===== src/rtl/mem_port_arbiter.sv =====
// Shares one single-port memory between instruction fetch and data access in the pipelined MIPS core.
// Data accesses win ties. Returned words are held until the pipeline advances.
module mem_port_arbiter #(
    parameter int ADDR_W  = 32,
    parameter int DATA_W  = 32,
    parameter int TIMEOUT = 255
) (
    input  logic                clk,
    input  logic                resetn,
    input  logic                pipe_stall,
    input  logic                if_req,
    input  logic [ADDR_W-1:0]   if_addr,
    output logic [DATA_W-1:0]   if_rdata,
    output logic                if_stall,
    input  logic                dm_req,
    input  logic                dm_we,
    input  logic [DATA_W/8-1:0] dm_be,
    input  logic [ADDR_W-1:0]   dm_addr,
    input  logic [DATA_W-1:0]   dm_wdata,
    output logic [DATA_W-1:0]   dm_rdata,
    output logic                dm_stall,
    output logic                mem_req,
    output logic                mem_we,
    output logic [DATA_W/8-1:0] mem_be,
    output logic [ADDR_W-1:0]   mem_addr,
    output logic [DATA_W-1:0]   mem_wdata,
    input  logic [DATA_W-1:0]   mem_rdata,
    input  logic                mem_ack,
    output logic                bus_err
);
    localparam int BE_W  = DATA_W / 8;
    localparam int CNT_W = $clog2(TIMEOUT + 1);
    localparam logic [CNT_W-1:0] LAST_WAIT = CNT_W'(TIMEOUT - 1);

    typedef enum logic [1:0] {
        IDLE    = 2'd0,
        BUSY_IF = 2'd1,
        BUSY_DM = 2'd2
    } arbState;

    arbState state;
    arbState stateNext;

    logic              ifDone;
    logic              dmDone;
    logic              ifStallInt;
    logic              dmStallInt;
    logic              advance;
    logic              busy;
    logic              ackSeen;
    logic              timedOut;
    logic              finish;
    logic              startIf;
    logic              startDm;
    logic [CNT_W-1:0]  waitCnt;
    logic              memWeReg;
    logic [BE_W-1:0]   memBeReg;
    logic [ADDR_W-1:0] memAddrReg;
    logic [DATA_W-1:0] memWdataReg;
    logic [DATA_W-1:0] ifRdataReg;
    logic [DATA_W-1:0] dmRdataReg;
    logic              busErrReg;

    // A done flag masks its request until the pipeline moves on, which is what
    // prevents a stalled store from being written twice.
    assign ifStallInt = if_req & ~ifDone;
    assign dmStallInt = dm_req & ~dmDone;
    assign advance    = ~pipe_stall & ~ifStallInt & ~dmStallInt;

    assign busy     = (state != IDLE);
    assign ackSeen  = busy & mem_ack;
    assign timedOut = busy & ~mem_ack & (waitCnt == LAST_WAIT);
    assign finish   = ackSeen | timedOut;

    // NOTE: every always_comb output gets a default first so no path leaves it unassigned (no latch).
    always_comb begin
        stateNext = state;
        startIf   = 1'b0;
        startDm   = 1'b0;
        case (state)
            IDLE: begin
                if (dmStallInt) begin
                    stateNext = BUSY_DM;
                    startDm   = 1'b1;
                end else if (ifStallInt) begin
                    stateNext = BUSY_IF;
                    startIf   = 1'b1;
                end
            end
            BUSY_IF, BUSY_DM: begin
                if (finish) begin
                    stateNext = IDLE;
                end
            end
            default: stateNext = IDLE;
        endcase
    end

    // NOTE: sequential state uses non-blocking assignments so all registers update from pre-edge values.
    always_ff @(posedge clk) begin
        if (!resetn) begin
            state <= IDLE;
        end else begin
            state <= stateNext;
        end
    end

    // Transaction fields are latched once at the start and held until completion,
    // so requester changes during a wait never reach the memory.
    always_ff @(posedge clk) begin
        if (!resetn) begin
            memWeReg    <= 1'b0;
            memBeReg    <= '0;
            memAddrReg  <= '0;
            memWdataReg <= '0;
            waitCnt     <= '0;
        end else begin
            if (startDm) begin
                memWeReg    <= dm_we;
                memBeReg    <= dm_we ? dm_be : '1;
                memAddrReg  <= dm_addr;
                memWdataReg <= dm_wdata;
            end else if (startIf) begin
                memWeReg    <= 1'b0;
                memBeReg    <= '1;
                memAddrReg  <= if_addr;
                memWdataReg <= '0;
            end else if (finish) begin
                memWeReg    <= 1'b0;
            end
            waitCnt <= (busy && !finish) ? waitCnt + CNT_W'(1) : '0;
        end
    end

    // Completion (ack or timeout) outranks an advance in the same cycle; the flag
    // then clears on the following advance.
    always_ff @(posedge clk) begin
        if (!resetn) begin
            ifDone <= 1'b0;
            dmDone <= 1'b0;
        end else begin
            if (state == BUSY_IF && finish) begin
                ifDone <= 1'b1;
            end else if (advance) begin
                ifDone <= 1'b0;
            end
            if (state == BUSY_DM && finish) begin
                dmDone <= 1'b1;
            end else if (advance) begin
                dmDone <= 1'b0;
            end
        end
    end

    always_ff @(posedge clk) begin
        if (!resetn) begin
            ifRdataReg <= '0;
            dmRdataReg <= '0;
            busErrReg  <= 1'b0;
        end else begin
            if (state == BUSY_IF) begin
                if (ackSeen) begin
                    ifRdataReg <= mem_rdata;
                end else if (timedOut) begin
                    ifRdataReg <= '0;
                end
            end
            if (state == BUSY_DM) begin
                if (ackSeen && !memWeReg) begin
                    dmRdataReg <= mem_rdata;
                end else if (timedOut) begin
                    dmRdataReg <= '0;
                end
            end
            if (timedOut) begin
                busErrReg <= 1'b1;
            end
        end
    end

    assign if_stall  = ifStallInt;
    assign dm_stall  = dmStallInt;
    assign if_rdata  = ifRdataReg;
    assign dm_rdata  = dmRdataReg;
    assign mem_req   = busy;
    assign mem_we    = memWeReg;
    assign mem_be    = memBeReg;
    assign mem_addr  = memAddrReg;
    assign mem_wdata = memWdataReg;
    assign bus_err   = busErrReg;

endmodule

===== config.mk =====
export PLATFORM = sky130hd
export DESIGN_NAME = mem_port_arbiter
export DESIGN_NICKNAME = d
export VERILOG_FILES = /design/src/rtl/mem_port_arbiter.sv
export SDC_FILE = /design/constraint.sdc
export NUM_CORES = 1
export LEC_CHECK = 0
export CORE_MARGIN = 3
export CORE_UTILIZATION = 36
export CTS_CLUSTER_DIAMETER = 80
export DETAILED_ROUTE_END_ITERATION = 8
export PLACE_DENSITY = 0.77
export SYNTH_ARGS = -nofsm -noshare
export SYNTH_HDL_FRONTEND = slang
export SYNTH_SLANG_ARGS = --single-unit

===== constraint.sdc =====
create_clock -name clk -period 1.79 [get_ports clk]
set_clock_uncertainty 0.1 [all_clocks]
set_input_delay 0.2685 -clock clk [delete_from_list [all_inputs] [get_ports clk]]
set_output_delay 0.2685 -clock clk [all_outputs]
set_load 0.005 [all_outputs]

Word level (Yosys, flattened, before mapping). Index checks and enable logic that the tools add are counted.

Bits in registers: 146. Bits of input ports: 139. Output and inout bits: 137. Word-level logic and storage cells: 75.

Add/subtract/negate cells: 1. Equal/unequal tests: 5. Mux-type cells: 25. Bitwise logic cells: 14. Reductions and logical operators: 19.

Operators with widths (count): $mux W32 (7); $mux W4 (3); $reduce_bool A2 Y1 (6); $mux W1 (11); $add A8 B1 Y8 const B (1); $eq A8 B8 Y1 const B (1); $reduce_and A2 Y1 (4); $and A1 B1 Y1 (7); $mux W2 (3); $not A1 Y1 (6); $logic_and A1 B1 Y1 (4); $pmux W2 S2 (1); $ne A3 B3 Y1 const B (1); $reduce_bool A3 Y1 (1); $eq A2 B1 Y1 const B (1); $eq A2 B2 Y1 const B (1); $logic_not A1 Y1 (2); $logic_not A2 Y1 (1); $ne A2 B2 Y1 const B (1); $reduce_or A2 Y1 (1); $or A1 B1 Y1 (1).

Logic depth before layout (Yosys ltp).
Word-level depth: 7. Mapped depth: 9. Depth with buffers taken out: 6.

Worst setup path before layout. No wires, ideal clock.

Path kind: reg-to-reg. From: register state[0]. To: register ifRdataReg[11] (netlist: if_rdata[11]). Library setup time: 0.070 ns. Data arrival time: 1.583 ns. Data required time: 1.620 ns. Slack: 0.037 ns. Stages on the path, launching flop included: 10. Buffers on the path: 3. Clock period less this slack: 1.753 ns. Cells stage by stage: dfxtp_1 > inv_1 > ha_1 > buf_2 > inv_2 > and3_1 > clkbuf_1 > clkbuf_1 > nand2_1 > a21oi_1.

Longest elaborated chain between the ends: 5. Elaborated cells between the ends (all ways): 8. Classes of those cells: eq/ne: 1; mux: 1; bitwise: 3; reduce/logical: 3.

Ends and longest elaborated chain: start: declaration (RTL line 41) `arbState state;`; start signal: assignment (RTL line 104) `state <= stateNext;`; $reduce_bool A2 Y1 (*) (RTL line 70) `assign busy = (state != IDLE);`; named net mem_req (RTL line 22) `output logic mem_req,`; $and A1 B1 Y1 (2 in a row) (RTL line 72) `assign timedOut = busy & ~mem_ack & (waitCnt == LAST_WAIT);`; $reduce_bool A2 Y1 (no source line); $reduce_and A2 Y1 (no source line); end signal: assignment (RTL line 163) `ifRdataReg <= mem_rdata;`; end: declaration (RTL line 60) `logic [DATA_W-1:0] ifRdataReg;`.

Mark *: on every way through the listed nets, which the timed path passes. The rest lies on a longest branch. A chain may end at the register's enable or synchronous reset.

Final worst setup path.
From: register state[0]. To: output port mem_req.

Longest elaborated chain between the ends: 1.

Ends and longest elaborated chain (RTL line): $reduce_bool A2 Y1 (70); end: declaration (22).

Every way passes these cells.

==> report_table.html <==
<table>
<tr><th>Metric</th><th>Value</th></tr>
<tr><th colspan="2">Run status</th></tr>
<tr><td>Run status</td><td>complete, no violations</td></tr>
<tr><th colspan="2">Logic synthesis</th></tr>
<tr><td>Mean post-synth cell area</td><td>9.451 um^2</td></tr>
<tr><td>Unique cell type count in the Yosys netlist</td><td>38</td></tr>
<tr><td>Post-synth net total</td><td>702</td></tr>
<tr><td>Number of enable-type register cells in the synthesized netlist</td><td>0</td></tr>
<tr><td>Largest area contributor in the netlist</td><td>sky130_fd_sc_hd__dfxtp_1</td></tr>
<tr><td>Top area cells in the synthesized netlist</td><td>sky130_fd_sc_hd__dfxtp_1 (55%), sky130_fd_sc_hd__a22o_1 (5.3%), sky130_fd_sc_hd__o21ai_1 (4.9%)</td></tr>
<tr><td>Number of synthesized register bits</td><td>146</td></tr>
<tr><td>Number of standard cells after synthesis</td><td>558</td></tr>
<tr><td>Portion of synthesized cell area occupied by the leading cell type</td><td>55.42%</td></tr>
<tr><td>Synth Cell Area</td><td>0.005274 mm^2</td></tr>
<tr><td>Top_reg_cell synth</td><td>sky130_fd_sc_hd__dfxtp_1</td></tr>
<tr><td>Share of synthesized flip-flops with an asynchronous set or reset</td><td>0%</td></tr>
<tr><td>Synth warn</td><td>0</td></tr>
<tr><td>Fraction of the yosys area taken by sequential cells</td><td>55.42%</td></tr>
<tr><th colspan="2">Worst setup path</th></tr>
<tr><td>Worst reg2reg setup slack</td><td>90 ps</td></tr>
<tr><td>Maximum fanout along the worst path</td><td>7</td></tr>
<tr><td>Required @ worst endpoint</td><td>1420 ps</td></tr>
<tr><td>Critical Path AT</td><td>1350 ps</td></tr>
<tr><td>Number of cells on the worst reg-to-reg path</td><td>7</td></tr>
<tr><td>Startpoint kind of the worst setup timing path</td><td>register</td></tr>
<tr><td>Critical path capture point type</td><td>output pin</td></tr>
<tr><td>Worst R2R End</td><td>dm_rdata[7]</td></tr>
<tr><td>Crit Path Class</td><td>register to output pin</td></tr>
<tr><td>Start of the worst register-to-register path</td><td>state[1]</td></tr>
<tr><th colspan="2">Placed design</th></tr>
<tr><td>Number of buffers added on ports</td><td>275</td></tr>
<tr><td>Weighted congestion at the end of routability-driven global placement</td><td>0.8524</td></tr>
<tr><td>Dpl hpwl</td><td>13730 um</td></tr>
<tr><th colspan="2">CTS</th></tr>
<tr><td>Source-to-sink clock delay at the later pin of the worst-skew pair</td><td>410 ps</td></tr>
<tr><td>Clock-pin transition on the worst setup and hold timing paths</td><td>60 ps</td></tr>
<tr><td>Max clock buf depth</td><td>2</td></tr>
<tr><td>Count of clock tree sinks</td><td>146</td></tr>
<tr><td>CTS buffer count</td><td>17</td></tr>
<tr><td>Number of buffers inserted by hold repair at cts</td><td>0</td></tr>
<tr><td>Level count of the clock H-tree</td><td>4</td></tr>
<tr><td>CTS tree</td><td>yes</td></tr>
<tr><td>Clk Tree Root Cell</td><td>sky130_fd_sc_hd__clkbuf_16</td></tr>
<tr><th colspan="2">Drt</th></tr>
<tr><td>Detailed-routing iteration count for the pre-antenna-repair pass</td><td>5</td></tr>
<tr><td>Number of vias in the routed layout</td><td>5469</td></tr>
<tr><td>Residual antenna-violating net count after detailed routing</td><td>0</td></tr>
<tr><td>Post-detailed-route DRC marker count</td><td>0</td></tr>
<tr><td>Via/cell ratio</td><td>5.274</td></tr>
<tr><td>Routed wire per std cell</td><td>18.02 um</td></tr>
<tr><td>Final routed wirelength across all metal layers</td><td>18680 um</td></tr>
<tr><td>Number of violations reported at the end of detailed-routing iteration 0</td><td>291</td></tr>
<tr><th colspan="2">Floorplan</th></tr>
<tr><td>Num rows</td><td>43</td></tr>
<tr><td>Chip height</td><td>127.0 um</td></tr>
<tr><td>Width of the chip</td><td>127.0 um</td></tr>
<tr><td>Die Area</td><td>0.01614 mm^2</td></tr>
<tr><td>CORE AREA</td><td>0.01410 mm^2</td></tr>
<tr><td>Effective utilization at floorplan</td><td>37.41%</td></tr>
<tr><td>I/O pin count</td><td>276</td></tr>
<tr><th colspan="2">STA</th></tr>
<tr><td>Ratio of final minimum period to clock period</td><td>96.07%</td></tr>
<tr><td>Count of endpoints failing setup in the final report</td><td>0</td></tr>
<tr><td>Max_slew headroom</td><td>73.21%</td></tr>
<tr><td>Number of max-slew violations in the final report</td><td>0</td></tr>
<tr><td>Unrepaired setup endpoints after global routing</td><td>false</td></tr>
<tr><td>Final-layout worst hold slack</td><td>216.0 ps</td></tr>
<tr><td>Final critical-path required period</td><td>1720 ps</td></tr>
<tr><td>Final Hold Fails</td><td>0</td></tr>
<tr><td>Slew at the pin closest to its max-slew limit</td><td>401.9 ps</td></tr>
<tr><td>Fmax</td><td>581.5 MHz</td></tr>
<tr><th colspan="2">Final layout</th></tr>
<tr><td>Layout Nets</td><td>988</td></tr>
<tr><td>Count of filler cells inserted in the layout</td><td>1117</td></tr>
<tr><td>Fraction of final layout cells sized beyond drive strength 1</td><td>11.09%</td></tr>
<tr><td># diodes</td><td>0</td></tr>
<tr><td>Relative area change from synthesis to final layout</td><td>72.84%</td></tr>
<tr><th colspan="2">Global routing</th></tr>
<tr><td>GRT overflow</td><td>0</td></tr>
<tr><td>Initial antenna violation count</td><td>0</td></tr>
<tr><td>Global Route Usage Sum</td><td>22.40%</td></tr>
<tr><td>Maximum number of pins on one net before global-route repair</td><td>45</td></tr>
<tr><td>Number of global-route vias before repair</td><td>5648</td></tr>
<tr><td>First-pass GRT wire length</td><td>28770 um</td></tr>
<tr><th colspan="2">Power</th></tr>
<tr><td>Worst supply voltage drop on vdd</td><td>0.0007366 V</td></tr>
<tr><td>Leakage</td><td>0.003321 uW</td></tr>
<tr><td>Overall power after layout</td><td>9917 uW</td></tr>
<tr><td>Pwr Density</td><td>1088 mW/mm^2</td></tr>
<tr><th colspan="2">Run</th></tr>
<tr><td>Max Cap Viol</td><td>0</td></tr>
<tr><th colspan="2">Hold path</th></tr>
<tr><td>End of the worst hold path</td><td>bus_err</td></tr>
<tr><td>Hold Startpoint</td><td>resetn</td></tr>
<tr><td>Min-Delay Path Depth</td><td>3</td></tr>
<tr><td>Worst hold path class</td><td>primary input to register</td></tr>
</table>
Yosys cell counts, types with 3 or more instances:
cell and n:
sky130_fd_sc_hd__a22o_1 32, sky130_fd_sc_hd__o21ai_1 52, sky130_fd_sc_hd__nand2_1 38, sky130_fd_sc_hd__o22ai_1 32, sky130_fd_sc_hd__a22oi_1 32, sky130_fd_sc_hd__xor2_1 5, sky130_fd_sc_hd__clkbuf_1 20, sky130_fd_sc_hd__ha_1 5
sky130_fd_sc_hd__nand3_1 36, sky130_fd_sc_hd__o21ai_0 17, sky130_fd_sc_hd__o221a_2 4, sky130_fd_sc_hd__nor2_1 43, sky130_fd_sc_hd__inv_1 4, sky130_fd_sc_hd__a21oi_1 35, sky130_fd_sc_hd__buf_2 23, sky130_fd_sc_hd__dfxtp_1 146
sky130_fd_sc_hd__nand4_1 3, sky130_fd_sc_hd__buf_6 3
logic make-up (layout without fill, tap and decap cells):
kind of cell | count (synthesis) | in the layout | synth area share (%)
buf+inv | 57 | 355 | 5.148
compound gates | 214 | 215 | 26.29
simple gates | 130 | 130 | 10.96
xor+xnor | 6 | 6 | 0.9964
flops | 146 | 146 | 55.42
fa+ha+maj | 5 | 5 | 1.186
worst max-delay path: stages, from the launching register on:
cell	delay [ps]
sky130_fd_sc_hd__dfxtp_1	310
sky130_fd_sc_hd__inv_1	120
sky130_fd_sc_hd__ha_4	170
sky130_fd_sc_hd__buf_6	140
sky130_fd_sc_hd__inv_4	50
sky130_fd_sc_hd__buf_4	140
power breakdown:
group | internal [uW] | switching, uW | total [uW]
Clock | 2130 | 1350 | 3480
Sequential | 3600 | 192 | 3790
Combinational | 1440 | 1200 | 2640
Total | 7170 | 2740 | 9920
area by class of cell:
cell class	count	area, um^2	share of cell area [%]
timing repair buffer	316	3196	35.06
sequential	146	2923	32.07
multi-input combinational	356	2155	23.64
clock buffer	21	460.4	5.051
tap	180	225.2	2.471
clock inverter	11	127.6	1.400
inverter	7	28.78	0.3157
layout by cell type (no fill, tap or decap), drive strengths merged, types with 3 or more instances in the layout:
cell / count
clkinvlp: 3
a21oi: 35
dlygate4sd2: 3
nand4: 3
ha: 5
o221a: 4
nand3: 36
xor2: 5
dfxtp: 146
nor2: 43
a22o: 32
clkdlybuf4s50: 270
nand2: 38
a22oi: 32
clkbuf: 22
inv: 9
buf: 42
o21ai: 69
o22ai: 32
clkinv: 4
flip-flops by register name, indices dropped and copies added (netlist names):
register,count
state,2
dm_rdata,32
dmDone,1
bus_err,1
mem_wdata,32
waitCnt,8
mem_addr,32
mem_be,4
mem_we,1
if_rdata,32
ifDone,1
timing repair:
item                       in CTS  in global routing
buffers inserted                3                  0
gates cloned                    1                  1
hold endpoints to repair        0                  0
pin swaps                       0                  0
setup endpoints to repair      68                 14
resized for setup              15                  9
stage by stage:
step | setup TNS [ps] | instances | setup slack, ps | area [um^2] | util, %
6_report | 0 | 1037 | 70.42 | 9115 | 64.66
5_1_grt | 0 | 1037 | 0.6035 | 9115 | 64.66
4_1_cts | 0 | 1036 | 12.89 | 9070 | 64.34
3_5_place_dp | -13930 | 1000 | -331.3 | 8401 | 59.60
3_3_place_gp | -10730 | 1000 | -258.7 | 8401 | 59.60
2_1_floorplan | 0 | 558 | 36.67 | 5274 | -
worst max path at each step:
stage | start | to
2_1_floorplan | state[0] | if_rdata[11]
3_3_place_gp | mem_ack | dm_rdata[25]
3_5_place_dp | mem_ack | dm_rdata[15]
4_1_cts | state[0] | mem_req
5_1_grt | state[1] | waitCnt[7]
6_report | state[0] | mem_req
layer usage:
metal | share of wire, % | track usage, %
met5 | 0 | 0
met4 | 3.1 | 9.779
met3 | 8.4 | 8.361
met2 | 50 | 38.76
met1 | 39 | 24.58
Power figures use the tool's default switching activity.
